`src/rtl/multicycle_ctrl.sv`:
```
// Multicycle RISC-V style control FSM with retired-instruction counter.
// Optional macro ILLEGAL_TRAP_EN: illegal opcodes enter a halting TRAP state instead of retiring as NOPs.
module multicycle_ctrl #(
  parameter int CNT_W = 32
) (
  input  logic             clk,
  input  logic             reset,
  input  logic [6:0]       opcode,
  input  logic             zero,
  input  logic             mem_ready,
  output logic             mem_req,
  output logic             mem_we,
  output logic             ir_write,
  output logic             pc_write,
  output logic             reg_write,
  output logic             pc_src,
  output logic             mem_to_reg,
  output logic             alu_src_a,
  output logic [1:0]       alu_src_b,
  output logic [1:0]       alu_op,
  output logic [2:0]       state,
  output logic             halted,
  output logic [CNT_W-1:0] instret
);

  typedef enum logic [2:0] {
    FETCH  = 3'd0,
    DECODE = 3'd1,
    EXEC   = 3'd2,
    MEM    = 3'd3,
    WB     = 3'd4
`ifdef ILLEGAL_TRAP_EN
    , TRAP = 3'd5
`endif
  } state_t;

  localparam logic [6:0] OP_R     = 7'b0110011;
  localparam logic [6:0] OP_I     = 7'b0010011;
  localparam logic [6:0] OP_LOAD  = 7'b0000011;
  localparam logic [6:0] OP_STORE = 7'b0100011;
  localparam logic [6:0] OP_BEQ   = 7'b1100011;

  state_t           state_q, state_d;
  logic [CNT_W-1:0] instret_q;
  logic             retire;
  logic             is_r, is_i, is_load, is_store, is_beq, is_legal;

  assign is_r     = (opcode == OP_R);
  assign is_i     = (opcode == OP_I);
  assign is_load  = (opcode == OP_LOAD);
  assign is_store = (opcode == OP_STORE);
  assign is_beq   = (opcode == OP_BEQ);
  assign is_legal = is_r | is_i | is_load | is_store | is_beq;

  assign state   = state_q;
  assign instret = instret_q;

`ifdef ILLEGAL_TRAP_EN
  assign halted = (state_q == TRAP) && !reset;
`else
  assign halted = 1'b0;
`endif

  always_comb begin
    state_d    = state_q;
    retire     = 1'b0;
    mem_req    = 1'b0;
    mem_we     = 1'b0;
    ir_write   = 1'b0;
    pc_write   = 1'b0;
    reg_write  = 1'b0;
    pc_src     = 1'b0;
    mem_to_reg = 1'b0;
    alu_src_a  = 1'b0;
    alu_src_b  = 2'b00;
    alu_op     = 2'b00;
    case (state_q)
      FETCH: begin
        mem_req   = 1'b1;
        alu_src_b = 2'b01;
        if (mem_ready) begin
          ir_write = 1'b1;
          pc_write = 1'b1;
          state_d  = DECODE;
        end
      end
      DECODE: begin
        alu_src_b = 2'b10;
        if (is_legal) begin
          state_d = EXEC;
        end else begin
`ifdef ILLEGAL_TRAP_EN
          state_d = TRAP;
`else
          state_d = FETCH;
          retire  = 1'b1;
`endif
        end
      end
      EXEC: begin
        alu_src_a = 1'b1;
        if (is_r) begin
          alu_op  = 2'b10;
          state_d = WB;
        end else if (is_i) begin
          alu_src_b = 2'b10;
          alu_op    = 2'b10;
          state_d   = WB;
        end else if (is_load || is_store) begin
          alu_src_b = 2'b10;
          state_d   = MEM;
        end else begin
          // BEQ; an opcode that changed after DECODE also falls back to FETCH here
          alu_op   = is_beq ? 2'b01 : 2'b00;
          pc_src   = is_beq;
          pc_write = is_beq & zero;
          state_d  = FETCH;
          retire   = 1'b1;
        end
      end
      MEM: begin
        mem_req = 1'b1;
        mem_we  = is_store;
        if (mem_ready) begin
          if (is_load) begin
            state_d = WB;
          end else begin
            state_d = FETCH;
            retire  = 1'b1;
          end
        end
      end
      WB: begin
        reg_write  = 1'b1;
        mem_to_reg = is_load;
        state_d    = FETCH;
        retire     = 1'b1;
      end
`ifdef ILLEGAL_TRAP_EN
      TRAP: state_d = TRAP;
`endif
      default: state_d = FETCH;
    endcase
    // Reset cycle: every control output is held low and no access is launched
    if (reset) begin
      mem_req    = 1'b0;
      mem_we     = 1'b0;
      ir_write   = 1'b0;
      pc_write   = 1'b0;
      reg_write  = 1'b0;
      pc_src     = 1'b0;
      mem_to_reg = 1'b0;
      alu_src_a  = 1'b0;
      alu_src_b  = 2'b00;
      alu_op     = 2'b00;
      retire     = 1'b0;
    end
  end

  always_ff @(posedge clk) begin
    if (reset) begin
      state_q   <= FETCH;
      instret_q <= '0;
    end else begin
      state_q <= state_d;
      if (retire) instret_q <= instret_q + CNT_W'(1);
    end
  end

endmodule
```
`config.mk`:
```
export PLATFORM = sky130hd
export DESIGN_NAME = multicycle_ctrl
export DESIGN_NICKNAME = d
export VERILOG_FILES = /design/src/rtl/multicycle_ctrl.sv
export SDC_FILE = /design/constraint.sdc
export NUM_CORES = 1
export LEC_CHECK = 0
export ABC_CLOCK_PERIOD_IN_PS = 5100
export CORE_UTILIZATION = 25
export CTS_CLUSTER_DIAMETER = 30
export DETAILED_ROUTE_END_ITERATION = 7
export PLACE_DENSITY = 0.46
export SLEW_MARGIN = 40
export SYNTH_ARGS = -nofsm -noshare
export SYNTH_HDL_FRONTEND = slang
export SYNTH_SLANG_ARGS = --single-unit
```
`constraint.sdc`:
```
create_clock -name clk -period 5.1 [get_ports clk]
set_clock_uncertainty 0.15 [all_clocks]
set_input_delay 1.275 -clock clk [delete_from_list [all_inputs] [get_ports clk]]
set_output_delay 1.275 -clock clk [all_outputs]
set_load 0.03 [all_outputs]
```
* Yosys cells after proc, flatten, opt, wreduce, memory -nomap -nowiden
Index checks and enable logic that the tools add are counted.
Operators by class: add/sub/neg operators 1, $mul 0, divide/modulo/power cells 0, $lt $le $gt $ge 0, eq/ne operators 11, shift-type cells 0, mux-type cells 50, bitwise operators 5, reduce and logical (&&, ||, !) cells 4
Operators with widths (number):
- 32-bit by 1-bit adder with 32-bit output, second input constant | 1
- 1-bit two-way mux | 31
- 2-bit two-way mux | 10
- 3-bit two-way mux | 5
- 7-bit by 6-bit == test with 1-bit output, second input constant | 2
- 3-bit case mux with 4 select lines | 1
- 7-bit by 2-bit == test with 1-bit output, second input constant | 1
- 7-bit by 5-bit == test with 1-bit output, second input constant | 1
- 7-bit == test, second input constant | 1
- 3-bit by 2-bit == test with 1-bit output, second input constant | 2
- 2-bit case mux with 3 select lines | 1
- 2-bit inequality test, second input constant | 2
- 1-bit bitwise OR | 4
- 1-bit case mux with 4 select lines | 1
- 3-bit by 1-bit == test with 1-bit output, second input constant | 1
- 3-bit == test, second input constant | 1
- 3-bit logical NOT | 1
- 1-bit case mux with 2 select lines | 1
- 2-bit AND reduction | 1
- 2-bit OR reduction | 1
- 1-bit bitwise AND | 1
- 1-bit logical OR | 1
Storage, ports and cells: flip-flop bits (word level) 35, latch bits 0, memory bits (writable) 0, memory bits (read-only) 0, bits of input ports 11, output and inout bits 48, logic and storage cells 73, memories kept 0

* Depth between registers and ports, before layout
Gate-level depths: netlist (run 1).
depth after elaboration 8, gate-level depth with buffers 9, gate-level depth less buffers 6

* Least setup slack after synthesis (run 1)
No wires, ideal clock.
kind input port to output port, start point input port reset, end point output port mem_to_reg, data arrival time 2950 ps, setup slack 725 ps, stages 3, cell sequence clkbuf_1 nor4b_1 and2_1
Between the ends: word-level cells in the longest chain between the ends 1
RTL lines:
- start, declared | RTL line 7 | input logic reset,
- 1-bit two-way mux | RTL line 145 | if (reset) begin
- end, declared | RTL line 17 | output logic mem_to_reg,
No other way between the ends.

* Final worst setup path (run 1)
start point input port opcode[2], end point output port mem_we
Between the ends: word-level cells in the longest chain between the ends 3
RTL lines:
- start, declared | RTL line 8 | input logic [6:0] opcode,
- 7-bit by 6-bit == test with 1-bit output | RTL line 51 | assign is_store = (opcode == OP_STORE);
- 1-bit two-way mux | RTL line 77 | case (state_q)
- 1-bit two-way mux | RTL line 145
- end, declared | RTL line 12 | output logic mem_we,
No other way between the ends.

==> flow_metrics.py, run 1 <==
metrics = {
    "route": {
        "viasPerCell": 4.784,
        "antenna_left": 0,
        "routedWlPerCell_um": 13.05,
        "routed_wl_um": 5023,
        "remaining_drc_errors": 0,
        "drtIter0Drc": 71,
        "vias": 1842,
        "first_pass_iters": 4,
    },
    "power": {
        "p_leak_nw": 0.8735,
        "p_total_w": 0.0005323,
        "peakVddDrop_uv": 76.03,
        "p_per_area_nw_per_um2": 200.9,
    },
    "yosys": {
        "yosys.area_share.simple": 0.3001,
        "synthDominantAreaCellType": "dfxtp_1",
        "synth-edff-count": 0,
        "ys_ff_latch": 35,
        "synthAdderAreaFrac": 0.006481,
        "synthTopCellsByArea": "dfxtp_1 36%, xor2_1 8.6%, nor2_1 5.6%",
        "ys_async_sr_fraction": 0,
        "netlist.area_leader.share": 0.3629,
        "syn_inst": 234,
        "synth_area_per_cell_um2": 8.250,
        "synth_fp_nets": 246,
        "synth-compound-area-share": 0.1912,
        "synth_top_family_by_area": "simple AND/OR/NAND/NOR gates",
        "synthesis.area_um2": 1931,
        "synth_warnings": 0,
        "synth_ff_type": "dfxtp_1",
        "synthMuxAreaShare": 0.005185,
        "yosysSeqAreaShare": 0.3629,
        "synth-xor-area-share": 0.08620,
        "synth.distinct_cells": 44,
    },
    "floorplanning": {
        "chipWidth_um": 89.88,
        "die_y_um": 89.88,
        "num_io_pins": 59,
        "num_rows": 31,
        "core_um2": 7370,
        "dieArea_um2": 8078,
        "start_util": 0.2620,
    },
    "placed_design": {
        "pre_cts_slack_ns": 0.4974,
        "placed_cells": 378,
        "hpwl_um": 3506,
        "portBuffers": 57,
        "routabilityCongestion": 0.7321,
    },
    "setup_path": {
        "crit_path_start_kind": "input port",
        "critPathKind": "in -> out",
        "r2r_cells": 5,
        "cp_data_arrival_time_ns": 3.18,
        "worst-path-max-fanout": 6,
        "worstPathRequired_ns": 3.67,
        "endpoint_kind": "output pin",
    },
    "clocking": {
        "clkTransAtPathRegs_ns": 0.07,
        "cts_setup_buffers": 0,
        "htree_levels": 2,
        "clkLatencyLatePin_ns": 0.29,
        "cts-buffers-inserted": 5,
        "clk_path_buf_depth": 2,
        "clkSinkCount": 35,
        "cts-resized-gates": 0,
        "root_buffer": "clkbuf_8",
        "hold_buffers": 0,
        "tritoncts": "done",
    },
    "timing": {
        "drv_slew": 0,
        "fmax_mhz": 217.0,
        "hold_viol": 0,
        "slew_headroom": 0.6052,
        "tightest_slew_ns": 0.5916,
        "rsz0062_at_grt": "no",
        "finalCritPeriodShare": 0.9034,
        "fin_tns_setup_ns": 0,
        "min_period_ns": 4.607,
        "worst_slack_ns": 0.4927,
        "setup_viol_count_final": 0,
    },
    "grt": {
        "grt_overflow": 0,
        "track_usage": 0.1292,
        "grt_pass1_wl_um": 8487,
        "grt_antenna_before_repair": 0,
        "grt_pass1_vias": 1732,
        "grt_max_degree": 34,
    },
    "run_status": {
        "status": "finished, final reports clean",
    },
    "cells_and_area": {
        "layout-drive-gt1-share": 0.1049,
        "nets": 298,
        "syn_to_final_growth_pct": 37.26,
        "layoutNonFillerInstCount": 385,
        "post-route-util": 0.3596,
        "antenna_cells": 0,
    },
    "min_path": {
        "hp-class": "reg -> reg",
        "holdPathStages": 2,
    },
    "flow_run": {
        "drv_cap": 0,
    },
}
## report_power, final
part	internal [W]	switching, W
clock network	0.000106	0.000100
registers	0.000275	0.00000303
logic	0.0000198	0.0000287
total	0.000400	0.000132
## registers in the layout (all words and copies together), names as in the netlist
signal and count:
state 3, instret 32
## critical path, cell delays in order
cell and delay, ns:
clkdlybuf4s50_1 0.39, nand4bb_2 0.32, nor2_1 0.20, nand3_1 0.12
nor3_1 0.18, clkdlybuf4s50_1 0.70
## synthesized netlist by cell type, drive strengths merged, types with 2 or more instances
library cell and count:
a21oi 17, and2 5, and3 6, and4 4, buf 8, clkbuf 7, dfxtp 35, inv 3
nand2 15, nand2b 4, nand3 7, nand4 3, nor2 30, nor2b 3, nor3 7, nor4 2
o2111ai 9, o211ai 8, o21ai 17, or2 2, or3 11, xor2 19
## final timing paths
path | from | to | slack (ns)
max reg2reg | state[0] | instret[26] | 2.63
min | instret[31] | instret[31] | 0.35
max | opcode[2] | mem_we | 0.49
min reg2reg | instret[31] | instret[31] | 0.35
## kinds of logic after synthesis
family | Yosys count
and+or+nand+nor | 104
muxes | 1
buffers and inverters | 18
other | 1
adders and majority gates | 1
AOI/OAI and AO/OA | 55
DFF | 35
xor gates and xnor gates | 19
## placed cells by master (no fill, tap or decap), drive strengths merged, types with 5 or more instances in the layout
master	n
xor2	19
buf	12
or3	11
and3	6
clkdlybuf4s50	48
o21ai	17
nor3	7
nand3	7
and2	5
o2111ai	9
dfxtp	35
o211ai	8
clkbuf	6
nand2	15
nor2	30
a21oi	17
## layout make-up
cell class | instances | area (um2)
clock inverter | 1 | 5.005
tap | 99 | 123.9
inverter | 3 | 11.26
fill | 778 | 4720
clock buffer | 6 | 82.58
multi-input combinational | 181 | 1156
sequential | 35 | 700.7
timing repair buffer | 60 | 570.5
## per-layer routing
layer | part of all wire | routed length [um] | vias up | track usage
met5 | 0 | 0 | - | 0
met4 | 0.014 | 68 | 0 | 0.04435
met3 | 0.050 | 253 | 6 | 0.03384
li1 | - | - | 948 | -
met1 | 0.50 | 2491 | 840 | 0.1714
met2 | 0.44 | 2209 | 48 | 0.2026
## through the flow
step	cell area, um2	hold slack (ns)
after detailed placement	2552	0.3380
after global routing	2650	0.3683
after global placement	2552	0.3172
after floorplan	1931	0.4456
final	2650	0.3505
after CTS	2640	0.3571
(Power assumes the default switching activity.)
==> run 2: changes to the inputs <==
--- a/config.mk
+++ b/config.mk
@@ -6,6 +6,7 @@
 export NUM_CORES = 1
 export LEC_CHECK = 0
 export ABC_CLOCK_PERIOD_IN_PS = 5100
+export CORE_MARGIN = 3
 export CORE_UTILIZATION = 25
 export CTS_CLUSTER_DIAMETER = 30
 export DETAILED_ROUTE_END_ITERATION = 7
==> run 2 against run 1 <==
Clock power down 11%. Setup slack worse by 0.0084 ns. Die area up 9.1%. Wire length up 0.60%. Sequential power about the same. Highest routed layer unchanged. Largest cell class unchanged. Sequential share of layout area up 0.25 points.
==> flow_metrics.py, run 2 (synthesis results as in run 1) <==
metrics = {
    "clocking": {
        "cts_setup_buffers": 0,
        "clkLatencyLatePin_ns": 0.28,
        "clkSinkCount": 35,
        "clkTransAtPathRegs_ns": 0.06,
        "clk_path_buf_depth": 2,
        "cts-resized-gates": 0,
        "hold_buffers": 0,
        "cts-buffers-inserted": 5,
        "htree_levels": 2,
        "tritoncts": "done",
        "root_buffer": "clkbuf_8",
    },
    "setup_path": {
        "r2r-start": "state[0]",
        "r2r-end": "instret[26]",
        "cp_data_arrival_time_ns": 3.19,
        "worstPathRequired_ns": 3.67,
        "crit_path_start_kind": "input port",
        "cpPeakStageDelay_ns": 0.71,
        "rrSetupSlack_ns": 2.67,
        "r2r_cells": 6,
        "critPathSlowestCell": "clkdlybuf4s50_1",
        "critPathKind": "in -> out",
        "crit_chain": "clkdlybuf4s50_1 > nand4bb_2 > nor2_1 > nand3_1 > nor3_1 > clkdlybuf4s50_1",
        "endpoint_kind": "output pin",
        "worst-path-max-fanout": 6,
        "crit_top_cell": "clkdlybuf4s50_1",
    },
    "floorplanning": {
        "start_util": 0.2620,
        "core_um2": 7370,
        "num_io_pins": 59,
        "chipWidth_um": 93.88,
        "num_rows": 31,
        "dieArea_um2": 8813,
        "die_y_um": 93.88,
    },
    "route": {
        "antenna_left": 0,
        "remaining_drc_errors": 0,
        "drtIter0Drc": 43,
        "routed_wl_um": 5053,
        "route.met2.wl_um": 2267,
        "top_layer": "met4",
        "routedWlPerCell_um": 13.16,
        "wl_met3_um": 334,
        "wl_met1_um": 2384,
        "first_pass_iters": 4,
        "viasPerCell": 4.773,
        "vias": 1833,
    },
    "grt": {
        "track_usage": 0.1177,
        "grt_overflow": 0,
        "grt_max_degree": 34,
        "grt_antenna_before_repair": 0,
        "grt_pass1_wl_um": 8349,
        "grt_pass1_vias": 1777,
    },
    "cells_and_area": {
        "layout_common_cells": "48 x clkdlybuf4s50_1, 35 x dfxtp_1, 29 x nor2_1, 19 x xor2_1, 17 x o21ai_0",
        "antenna_cells": 0,
        "syn_to_final_growth_pct": 35.97,
        "nets": 298,
        "largest_reg_flops": 32,
        "post-route-util": 0.3562,
        "layout-drive-gt1-share": 0.09825,
        "layout_commonest_cell": "clkdlybuf4s50_1",
    },
    "min_path": {
        "hold_start": "instret[14]",
        "hold_end": "instret[14]",
        "holdPathStages": 2,
        "hp-class": "reg -> reg",
    },
    "placed_design": {
        "portBuffers": 57,
        "routabilityCongestion": 0.7972,
        "hpwl_um": 3606,
    },
    "timing": {
        "fin_tns_setup_ns": 0,
        "hold_viol": 0,
        "setup_viol_count_final": 0,
        "rsz0062_at_grt": "no",
        "fmax_mhz": 216.7,
        "slew_headroom": 0.6011,
        "tightest_slew_ns": 0.5977,
        "drv_slew": 0,
        "min_period_ns": 4.616,
        "hold_ws_ns": 0.3486,
        "finalCritPeriodShare": 0.9050,
    },
    "flow_run": {
        "drv_cap": 0,
    },
    "power": {
        "p_per_area_nw_per_um2": 193.9,
        "p_leak_nw": 0.8618,
        "peakVddDrop_uv": 59.63,
    },
    "run_status": {
        "status": "finished, final reports clean",
    },
}
run 2: critical path: cells and delay by family:
kind                   cells  cell delay (ns)
buffers and inverters      2             1.10
AND/OR/NAND/NOR            4             0.81
run 2: power by group:
part           switching [W]  internal (W)   total, W
registers         0.00000313      0.000275   0.000278
logic              0.0000283     0.0000193  0.0000476
clock network      0.0000925     0.0000910   0.000183
run 2: layout make-up:
class                      instances  area [um2]
tap                               99       123.9
sequential                        35       700.7
timing repair buffer              60       570.5
fill                             783        4745
clock buffer                       6       72.57
multi-input combinational        181        1146
inverter                           3       11.26
run 2: how the worst max path moves through the flow:
stage | startpoint | endpoint | slack [ns]
6_report | opcode[2] | mem_we | 0.48
5_1_grt | opcode[2] | mem_we | 0.34
4_1_cts | opcode[2] | mem_we | 0.48
3_5_place_dp | opcode[2] | mem_we | 0.50
3_3_place_gp | opcode[2] | mem_we | 0.49
2_1_floorplan | reset | mem_to_reg | 0.73
run 2: per-layer routing:
metal / vias up / GRT usage
met2: 52 / 0.1892
li1: 945 / -
met3: 7 / 0.03686
met4: 0 / 0.03610
met1: 829 / 0.1498
met5: - / 0
run 2: per-stage QoR:
| stage | power (W) | cells | worst slack [ns] | cell area (um2) |
|---|---|---|---|---|
| 4_1_cts | 0.0005234 | 384 | 0.4805 | 2625 |
| 3_5_place_dp | 0.0003322 | 378 | 0.4978 | 2552 |
| 3_3_place_gp | 0.0003324 | 378 | 0.4932 | 2552 |
| 6_report | 0.0005091 | 384 | 0.4843 | 2625 |
| 2_1_floorplan | 0.0003117 | 234 | 0.7253 | 1931 |
| 5_1_grt | 0.0005340 | 384 | 0.3364 | 2625 |
